==> src/rtl/rv_fetch_pkg.sv <==
// rtl/rv_fetch_pkg.sv - shared widths and entry type for the instruction fetch unit
package rv_fetch_pkg;

  localparam int DEF_XLEN = 32;
  localparam int ILEN     = 32;
  localparam int PC_STEP  = 4;

  typedef struct packed {
    logic [DEF_XLEN-1:0] pc;
    logic [ILEN-1:0]     instr;
  } fetch_entry_t;

endpackage

==> src/rtl/fetch_fifo.sv <==
// rtl/fetch_fifo.sv - synchronous fetch buffer with flush, count, full and empty
module fetch_fifo #(
  parameter int WIDTH = 64,
  parameter int DEPTH = 2
) (
  input  logic                         clk,
  input  logic                         reset,
  input  logic                         push,
  input  logic [WIDTH-1:0]             push_data,
  input  logic                         pop,
  input  logic                         flush,
  output logic [WIDTH-1:0]             head,
  output logic [$clog2(DEPTH+1)-1:0]   count,
  output logic                         full,
  output logic                         empty
);

  localparam int CW = $clog2(DEPTH + 1);
  localparam int PW = (DEPTH > 1) ? $clog2(DEPTH) : 1;
  localparam logic [PW-1:0] LAST = PW'(DEPTH - 1);

  logic [WIDTH-1:0] r_mem [DEPTH];
  logic [PW-1:0]    r_wr_ptr;
  logic [PW-1:0]    r_rd_ptr;
  logic [CW-1:0]    r_count;
  logic             w_push;
  logic             w_pop;

  assign empty  = (r_count == '0);
  assign full   = (r_count == CW'(DEPTH));
  assign w_pop  = pop && !empty;
  // A push into a full buffer is only legal when the head leaves in the same cycle.
  assign w_push = push && (!full || w_pop);
  assign count  = r_count;
  assign head   = r_mem[r_rd_ptr];

  // Pointers and occupancy; flush empties the buffer ahead of any push or pop.
  always_ff @(posedge clk or posedge reset) begin
    if (reset) begin
      r_wr_ptr <= '0;
      r_rd_ptr <= '0;
      r_count  <= '0;
    end else if (flush) begin
      r_wr_ptr <= '0;
      r_rd_ptr <= '0;
      r_count  <= '0;
    end else begin
      if (w_push) r_wr_ptr <= (r_wr_ptr == LAST) ? '0 : r_wr_ptr + 1'b1;
      if (w_pop)  r_rd_ptr <= (r_rd_ptr == LAST) ? '0 : r_rd_ptr + 1'b1;
      r_count <= r_count + CW'(w_push) - CW'(w_pop);
    end
  end

  // Entry storage has no reset; the head is only consumed while the buffer is non-empty.
  always_ff @(posedge clk) begin
    if (w_push && !flush) r_mem[r_wr_ptr] <= push_data;
  end

endmodule

==> src/rtl/instruction_fetch_unit.sv <==
// rtl/instruction_fetch_unit.sv - PC owner, credit-limited imem requester and decode feeder
module instruction_fetch_unit
  import rv_fetch_pkg::*;
#(
  parameter int              XLEN       = 32,
  parameter logic [XLEN-1:0] RESET_PC   = '0,
  parameter int              FBUF_DEPTH = 2
) (
  input  logic            clk,
  input  logic            reset,
  input  logic            is_jump_instr,
  input  logic [XLEN-1:0] jump_loc,
  input  logic            is_branch_instr,
  input  logic [XLEN-1:0] branch_loc,
  output logic            imem_req_valid,
  input  logic            imem_req_ready,
  output logic [XLEN-1:0] imem_req_addr,
  input  logic            imem_rsp_valid,
  input  logic [31:0]     imem_rsp_data,
  output logic            instr_valid,
  input  logic            instr_ready,
  output logic [31:0]     instr,
  output logic [XLEN-1:0] instr_pc
);

  localparam int            CW      = $clog2(FBUF_DEPTH + 1);
  localparam int            EW      = XLEN + ILEN;
  localparam logic [CW:0]   DEPTH_W = (CW + 1)'(FBUF_DEPTH);
  localparam logic [XLEN-1:0] ALIGN = {{(XLEN-2){1'b1}}, 2'b00};

  logic [XLEN-1:0] r_pc;
  logic [XLEN-1:0] r_rsp_pc;
  logic [CW-1:0]   r_outstanding;
  logic [CW-1:0]   r_drop_cnt;
  logic [XLEN-1:0] w_target;
  logic [CW:0]     w_in_use;
  logic [CW-1:0]   w_fifo_count;
  logic [EW-1:0]   w_head;
  logic            w_redirect;
  logic            w_accept;
  logic            w_push;
  logic            w_rsp_dec;
  logic            w_fifo_full;
  logic            w_fifo_empty;

  assign w_redirect = is_jump_instr | is_branch_instr;
  assign w_target   = (is_jump_instr ? jump_loc : branch_loc) & ALIGN;

  // Every request in flight owns a buffer slot, so responses never need back-pressure.
  assign w_in_use       = {1'b0, r_outstanding} + {1'b0, w_fifo_count};
  assign imem_req_valid = !reset && !w_redirect && (w_in_use < DEPTH_W);
  assign imem_req_addr  = r_pc;
  assign w_accept       = imem_req_valid && imem_req_ready;

  // Responses to requests issued before a reset can still arrive; the count must not wrap.
  assign w_rsp_dec = imem_rsp_valid && (r_outstanding != '0);
  assign w_push    = imem_rsp_valid && !w_redirect && (r_drop_cnt == '0);

  assign instr_valid = !w_fifo_empty;
  assign instr       = instr_valid ? w_head[ILEN-1:0] : '0;
  assign instr_pc    = instr_valid ? w_head[EW-1:ILEN] : '0;

  // Fetch PC: jumps to the redirect target, otherwise steps past each accepted request.
  always_ff @(posedge clk or posedge reset) begin
    if (reset)           r_pc <= RESET_PC;
    else if (w_redirect) r_pc <= w_target;
    else if (w_accept)   r_pc <= r_pc + XLEN'(PC_STEP);
  end

  // Label for the next kept response; realigned with the fetch stream on redirect.
  always_ff @(posedge clk or posedge reset) begin
    if (reset)           r_rsp_pc <= RESET_PC;
    else if (w_redirect) r_rsp_pc <= w_target;
    else if (w_push)     r_rsp_pc <= r_rsp_pc + XLEN'(PC_STEP);
  end

  // Requests in flight, and how many of them belong to a squashed stream.
  always_ff @(posedge clk or posedge reset) begin
    if (reset) begin
      r_outstanding <= '0;
      r_drop_cnt    <= '0;
    end else begin
      r_outstanding <= r_outstanding + CW'(w_accept) - CW'(w_rsp_dec);
      if (w_redirect)
        r_drop_cnt <= r_outstanding - CW'(w_rsp_dec);
      else if (imem_rsp_valid && (r_drop_cnt != '0))
        r_drop_cnt <= r_drop_cnt - 1'b1;
    end
  end

  fetch_fifo #(
    .WIDTH (EW),
    .DEPTH (FBUF_DEPTH)
  ) u_fifo (
    .clk       (clk),
    .reset     (reset),
    .push      (w_push),
    .push_data ({r_rsp_pc, imem_rsp_data}),
    .pop       (instr_ready),
    .flush     (w_redirect),
    .head      (w_head),
    .count     (w_fifo_count),
    .full      (w_fifo_full),
    .empty     (w_fifo_empty)
  );

  a_outstanding_bound: assert property (@(posedge clk) disable iff (reset)
    r_outstanding <= CW'(FBUF_DEPTH));
  a_drop_bound: assert property (@(posedge clk) disable iff (reset)
    r_drop_cnt <= r_outstanding);
  a_no_overflow: assert property (@(posedge clk) disable iff (reset)
    (w_push && w_fifo_full) |-> instr_ready);

endmodule

==> config.mk <==
export PLATFORM = sky130hd
export DESIGN_NAME = instruction_fetch_unit
export DESIGN_NICKNAME = d
export VERILOG_FILES = /design/src/rtl/rv_fetch_pkg.sv /design/src/rtl/fetch_fifo.sv /design/src/rtl/instruction_fetch_unit.sv
export SDC_FILE = /design/constraint.sdc
export NUM_CORES = 1
export LEC_CHECK = 0
export BUFFER_PORTS_ARGS = -buffer_cell sky130_fd_sc_hd__buf_2
export CAP_MARGIN = 20
export CORE_AREA = 10 10 139 141
export DETAILED_ROUTE_END_ITERATION = 8
export DIE_AREA = 0 0 149 151
export GPL_TIMING_DRIVEN = 0
export PLACE_DENSITY = 0.93
export SYNTH_ARGS = -nofsm -noshare
export SYNTH_HDL_FRONTEND = slang
export SYNTH_HIERARCHICAL = 1
export SYNTH_SLANG_ARGS = --single-unit
==> constraint.sdc <==
create_clock -name clk -period 19.8 [get_ports clk]
set_input_delay 0.99 -clock clk [delete_from_list [all_inputs] [get_ports clk]]
set_output_delay 0.99 -clock clk [all_outputs]
set_load 0.005 [all_outputs]
; After elaboration in Yosys (flattened, before gate mapping)
; Memory sizes are Yosys's and may differ from the RTL's.
; Index checks and enable logic that the tools add are counted.
[classes]
add_sub_neg = 11
multipliers = 0
n_div = 0
order_cmp = 1
n_eq_ne = 1
shifts = 0
n_mux = 18
bitwise = 1
reduce_logical = 24
[op_table]
columns = operator, count
row1 = 32-bit 2-to-1 mux, 7
row2 = "32-bit by 3-bit adder with 32-bit output, second input constant", 2
row3 = 2-bit nonzero test, 7
row4 = 1-bit logical AND, 10
row5 = 1-bit 2-to-1 mux, 8
row6 = 2-bit 2-to-1 mux, 3
row7 = 2-bit by 1-bit subtractor with 2-bit output, 3
row8 = 2-bit by 1-bit adder with 2-bit output, 2
row9 = 1-bit logical NOT, 4
row10 = 2-bit logical NOT, 2
row11 = 2-bit by 2-bit adder with 3-bit output, 1
row12 = "3-bit by 2-bit less-than comparator with 1-bit output, second input constant", 1
row13 = "1-bit adder, second input constant", 2
row14 = "2-bit equality test, second input constant", 1
row15 = "2-bit by 1-bit subtractor with 2-bit output, second input constant", 1
row16 = 1-bit logical OR, 1
row17 = 1-bit bitwise OR, 1
[word_totals]
regBits = 72
latchBits = 0
ram_bits = 128
romBits = 0
inputBits = 103
mem_count = 1
[memory_table]
columns = memory, words, word_bits, read_ports, rd_clocked_by_memory_dff, write_ports, line_no
row1 = u_fifo.r_mem, 2, 64, 1, 0, 1, fetch_fifo.sv:22  ; logic [WIDTH-1:0] r_mem [DEPTH];

; Logic depth before layout (Yosys ltp)
[logic_depth]
ltp_word = 8
mapped_depth = 10
ltp_nobuf = 9

; By module
; The synthesis kept the hierarchy.
[by_module_without_submodules]
columns = mod, instances, cells_per_inst, area_each_um2, seq_area_each_um2
row1 = fetch_fifo, 1, 225, 5079.9, 3943.8
row2 = instruction_fetch_unit, 1, 606, 4739.5, 1601.5

; Least setup slack after synthesis
; No wires, ideal clock.
[synth_timing]
kind = input-to-reg
from = input port is_jump_instr
to = memory u_fifo.r_mem[1][0] (enable)
setup_ns = 0.578
arrival_time_ns = 6.786
path_slack_ns = 12.436
path_stages = 7
path_buffers = 2
path_cell_list = clkbuf_1 -> nor2_2 -> inv_1 -> clkbuf_1 -> nor2_1 -> o21ai_4 -> nor3b_1
[synth_between]
elab_chain_cells = 8
[synth_lines]
columns = element, line_no
row1 = from (decl), instruction_fetch_unit.sv:11  ; input logic is_jump_instr,
row2 = 1-bit bitwise OR, instruction_fetch_unit.sv:46  ; assign w_redirect = is_jump_instr | is_branch_instr;
row3 = via w_redirect, instruction_fetch_unit.sv:39  ; logic w_redirect;
row4 = 1-bit logical NOT, instruction_fetch_unit.sv:57  ; assign w_push = imem_rsp_valid && !w_redirect && (r_drop_cnt == '0);
row5 = 1-bit logical AND (2 in series), instruction_fetch_unit.sv:57
row6 = via w_push, instruction_fetch_unit.sv:41  ; logic w_push;
row7 = 1-bit logical AND, fetch_fifo.sv:33  ; assign w_push = push && (!full || w_pop);
row8 = 1-bit logical AND, fetch_fifo.sv:56  ; if (w_push && !flush) r_mem[r_wr_ptr] <= push_data;
row9 = 1-bit 2-to-1 mux, fetch_fifo.sv:56
row10 = 1-bit 2-to-1 mux (not written as such), fetch_fifo.sv:56
row11 = to (decl), fetch_fifo.sv:22
; The timed path passes the listed nets, and every way through them passes these cells.

; Worst setup path in the final report
[layout_timing]
from = input port is_jump_instr
to = memory u_fifo.r_mem[1][51] (enable)
; Same word-level chain as after synthesis.

==> results.md <==
Floorplanning:
- The count of boundary I/O pins is 201.
- The die height is 151 um.
- For this configuration, the core starts out at a cell density of 59.61%.
- In this run the core area contains 47 standard-cell rows.
- The core area is 16470 sq um.
- The die covers 22500 sq um.
- The die is 149 um wide.

Detailed routing:
- The remaining routing DRC violations is 0.
- The vias per cell is 6.003.
- In the final routed layout, each cell accounts on average for 21.08 um.
- The total wirelength of the detailed-routed design is 27210 um.
- The routed layout has 7750 vias.
- The count of antenna-violating nets left after detailed routing is 0.
- The first routing iteration left 690 violations.
- The first detailed-routing pass took 5 iterations.

Worst setup path:
- The critical path is of the in -> reg type.
- The worst setup path is captured at a flip-flop.
- In this run the critical register-to-register path is captured at r_outstanding[1].
- Across all register-to-register paths, the minimum setup slack is 16.56 ns.
- At the worst endpoint, the arrival time is 3.90 ns.
- The startpoint identified for the worst register-to-register timing path is u_fifo/count[0].
- The critical path required time is 19.95 ns.
- Of all nets on the critical path, the largest fanout is 16.
- The worst-case reg-to-reg path depth is 10.
- The worst setup path is launched from an input pin.

Clock tree:
- The number of hold buffers added after CTS was 0.
- The depth of the CTS H-tree is 4.
- The cell sitting at the root of the clock tree is a sky130_fd_sc_hd__clkbuf_16.
- The number of CTS-inserted buffers is 17.
- After clock tree synthesis, the clock-pin slew on the worst setup and hold paths is 0.07 ns.
- The number of gates given a new drive strength after cts is 0.
- No sink is reached through more buffers than the 2 on the longest clock path.
- TritonCTS built the clock tree.
- The number of buffers inserted to repair setup after CTS is 0.
- The clock net in this run drives a total of 196 sinks.
- The clock latency reported for the late side of the worst-skew pair is 0.44 ns.

Timing:
- The routed design could run at a clock period as short as 3.746 ns.
- The max-slew violation total from the final report is 0.
- On the final layout, the worst hold slack is 0.4824 ns.
- The fraction of the cycle the final worst path needs is 18.92%.
- The setup clock skew after layout is 0.007680 ns.
- The total count of hold-check failures in the final report is 0.
- The final setup violation count is 0.
- Setup repair after global routing left no endpoint under its margin.
- Across all setup checks in the final design, the least slack found is 16.05 ns.
- Based on the critical path, the design can be clocked at up to 266.9 MHz.
- The transition time at the pin with the least slew margin is 0.9043 ns.
- The worst pin sits at a relative slew slack of 39.07%.
- The accumulated negative setup slack is 0 ns.

Global routing:
- The initial antenna violation count is 0.
- After global routing the overflow that remains totals 0.
- For this run, the total global-route usage over all layers was measured as 23.98%.
- The pin count of the biggest net entering global routing is 37.
- The via count of the first global-routing pass is 7765.
- The global-route wire length before repair is 42120 um.

Synth:
- The number of warnings issued by yosys is 6.
- The cell area after synthesis is 9816 sq um.
- Synthesis handed over a netlist of 830 instances.
- The average cell area after synthesis is 11.83 sq um.

Finish:
- The signed area change from the synthesized netlist to the final layout is 20.43%.
- The number of nets at the end of the flow is 1170.
- Of the cells placed in the final design, the portion with a size suffix greater than 1 is 30.37%.
- In the layout the commonest cells are sky130_fd_sc_hd__buf_2, sky130_fd_sc_hd__edfxtp_1, sky130_fd_sc_hd__dfrtp_1.
- Leaving out fill and tap cells, the most frequent cell in the layout is sky130_fd_sc_hd__buf_2.

Place:
- OpenSTA, run right after detailed placement, puts the worst setup slack at 15.61 ns.
- At the end of routability-driven placement, the weighted congestion stood at 0.9800.
- Detailed placement finished with a half-perimeter wire length of 20790 um.
- The count of buffers added on input and output ports is 192.

Worst hold path:
- The tightest min-delay check is of the in -> async type.

Power:
- The sum of internal, switching and leakage power is 956.2 uW.
- Dividing total power by cell area gives a power density of 80.89 nW/um^2.
- The cell leakage power is 0.004845 uW.
- The maximum vdd ir drop is 0.06806 mV.

Run status:
- The flow ran to the end, and the final reports show no timing, DRC or antenna violations.

Flow run:
- The number of max-cap violations is 0.
[stage by stage]
stage	std cells	area (sq um)	utilization, %
after floorplan	835	9834	-
after global placement	1247	11070	67.23
after detailed placement	1259	11240	68.24
after CTS	1290	11820	71.78
after global routing	1290	11820	71.78
final	1291	11820	71.79
[critical path: stages]
cell and delay, ns:
sky130_fd_sc_hd__clkbuf_1 0.15, sky130_fd_sc_hd__nor2_2 0.43, sky130_fd_sc_hd__inv_1 0.22, sky130_fd_sc_hd__clkbuf_1 0.42
sky130_fd_sc_hd__nor2_1 0.30, sky130_fd_sc_hd__o21ai_4 0.12, sky130_fd_sc_hd__nor3b_2 0.62, sky130_fd_sc_hd__buf_6 0.27
sky130_fd_sc_hd__buf_6 0.19, sky130_fd_sc_hd__buf_8 0.17
[report_power, final]
part           internal, uW  switching [uW]
clock network           188             154
registers               460            28.3
logic                  54.1            71.8
total                   702             254
[sequential cells by signal, indices dropped and copies added, names as in the netlist]
| signal | flops |
|---|---|
| u_fifo/count | 2 |
| imem_req_addr | 30 |
| u_fifo/r_rd_ptr | 1 |
| u_fifo/r_mem | 128 |
| r_rsp_pc | 30 |
| r_drop_cnt | 2 |
| r_outstanding | 2 |
| u_fifo/r_wr_ptr | 1 |
[cell type report]
class / count / area, sq um
antenna: 1 / 2.502
buffer: 44 / 224.0
clock buffer: 18 / 429.2
clock inverter: 13 / 153.9
fill: 1153 / 4644
inverter: 22 / 82.58
multi-input combinational: 573 / 3993
sequential: 196 / 5545
tap: 220 / 275.3
timing repair buffer: 204 / 1116
[worst max path at each step]
| stage | startpoint | endpoint | slack, ns | cells past startpoint |
|---|---|---|---|---|
| floorplan | is_jump_instr | u_fifo/r_mem[1][0] | 12.44 | 7 |
| global placement | is_jump_instr | u_fifo/r_mem[1][49] | 9.84 | 7 |
| detailed placement | is_jump_instr | u_fifo/r_mem[1][47] | 15.61 | 10 |
| CTS | is_jump_instr | u_fifo/r_mem[1][52] | 16.07 | 10 |
| global route | is_jump_instr | u_fifo/r_mem[1][52] | 15.83 | 10 |
| finish | is_jump_instr | u_fifo/r_mem[1][51] | 16.05 | 10 |
[layer usage]
metal | part of all wire, % | track usage [%] | up-vias
met5 | 0 | 0 | -
met4 | 2.5 | 9.127 | 0
met3 | 9.8 | 6.832 | 60
met2 | 49 | 39.81 | 434
met1 | 39 | 29.16 | 3723
li1 | - | - | 3533
Power figures use the tool's default switching activity.
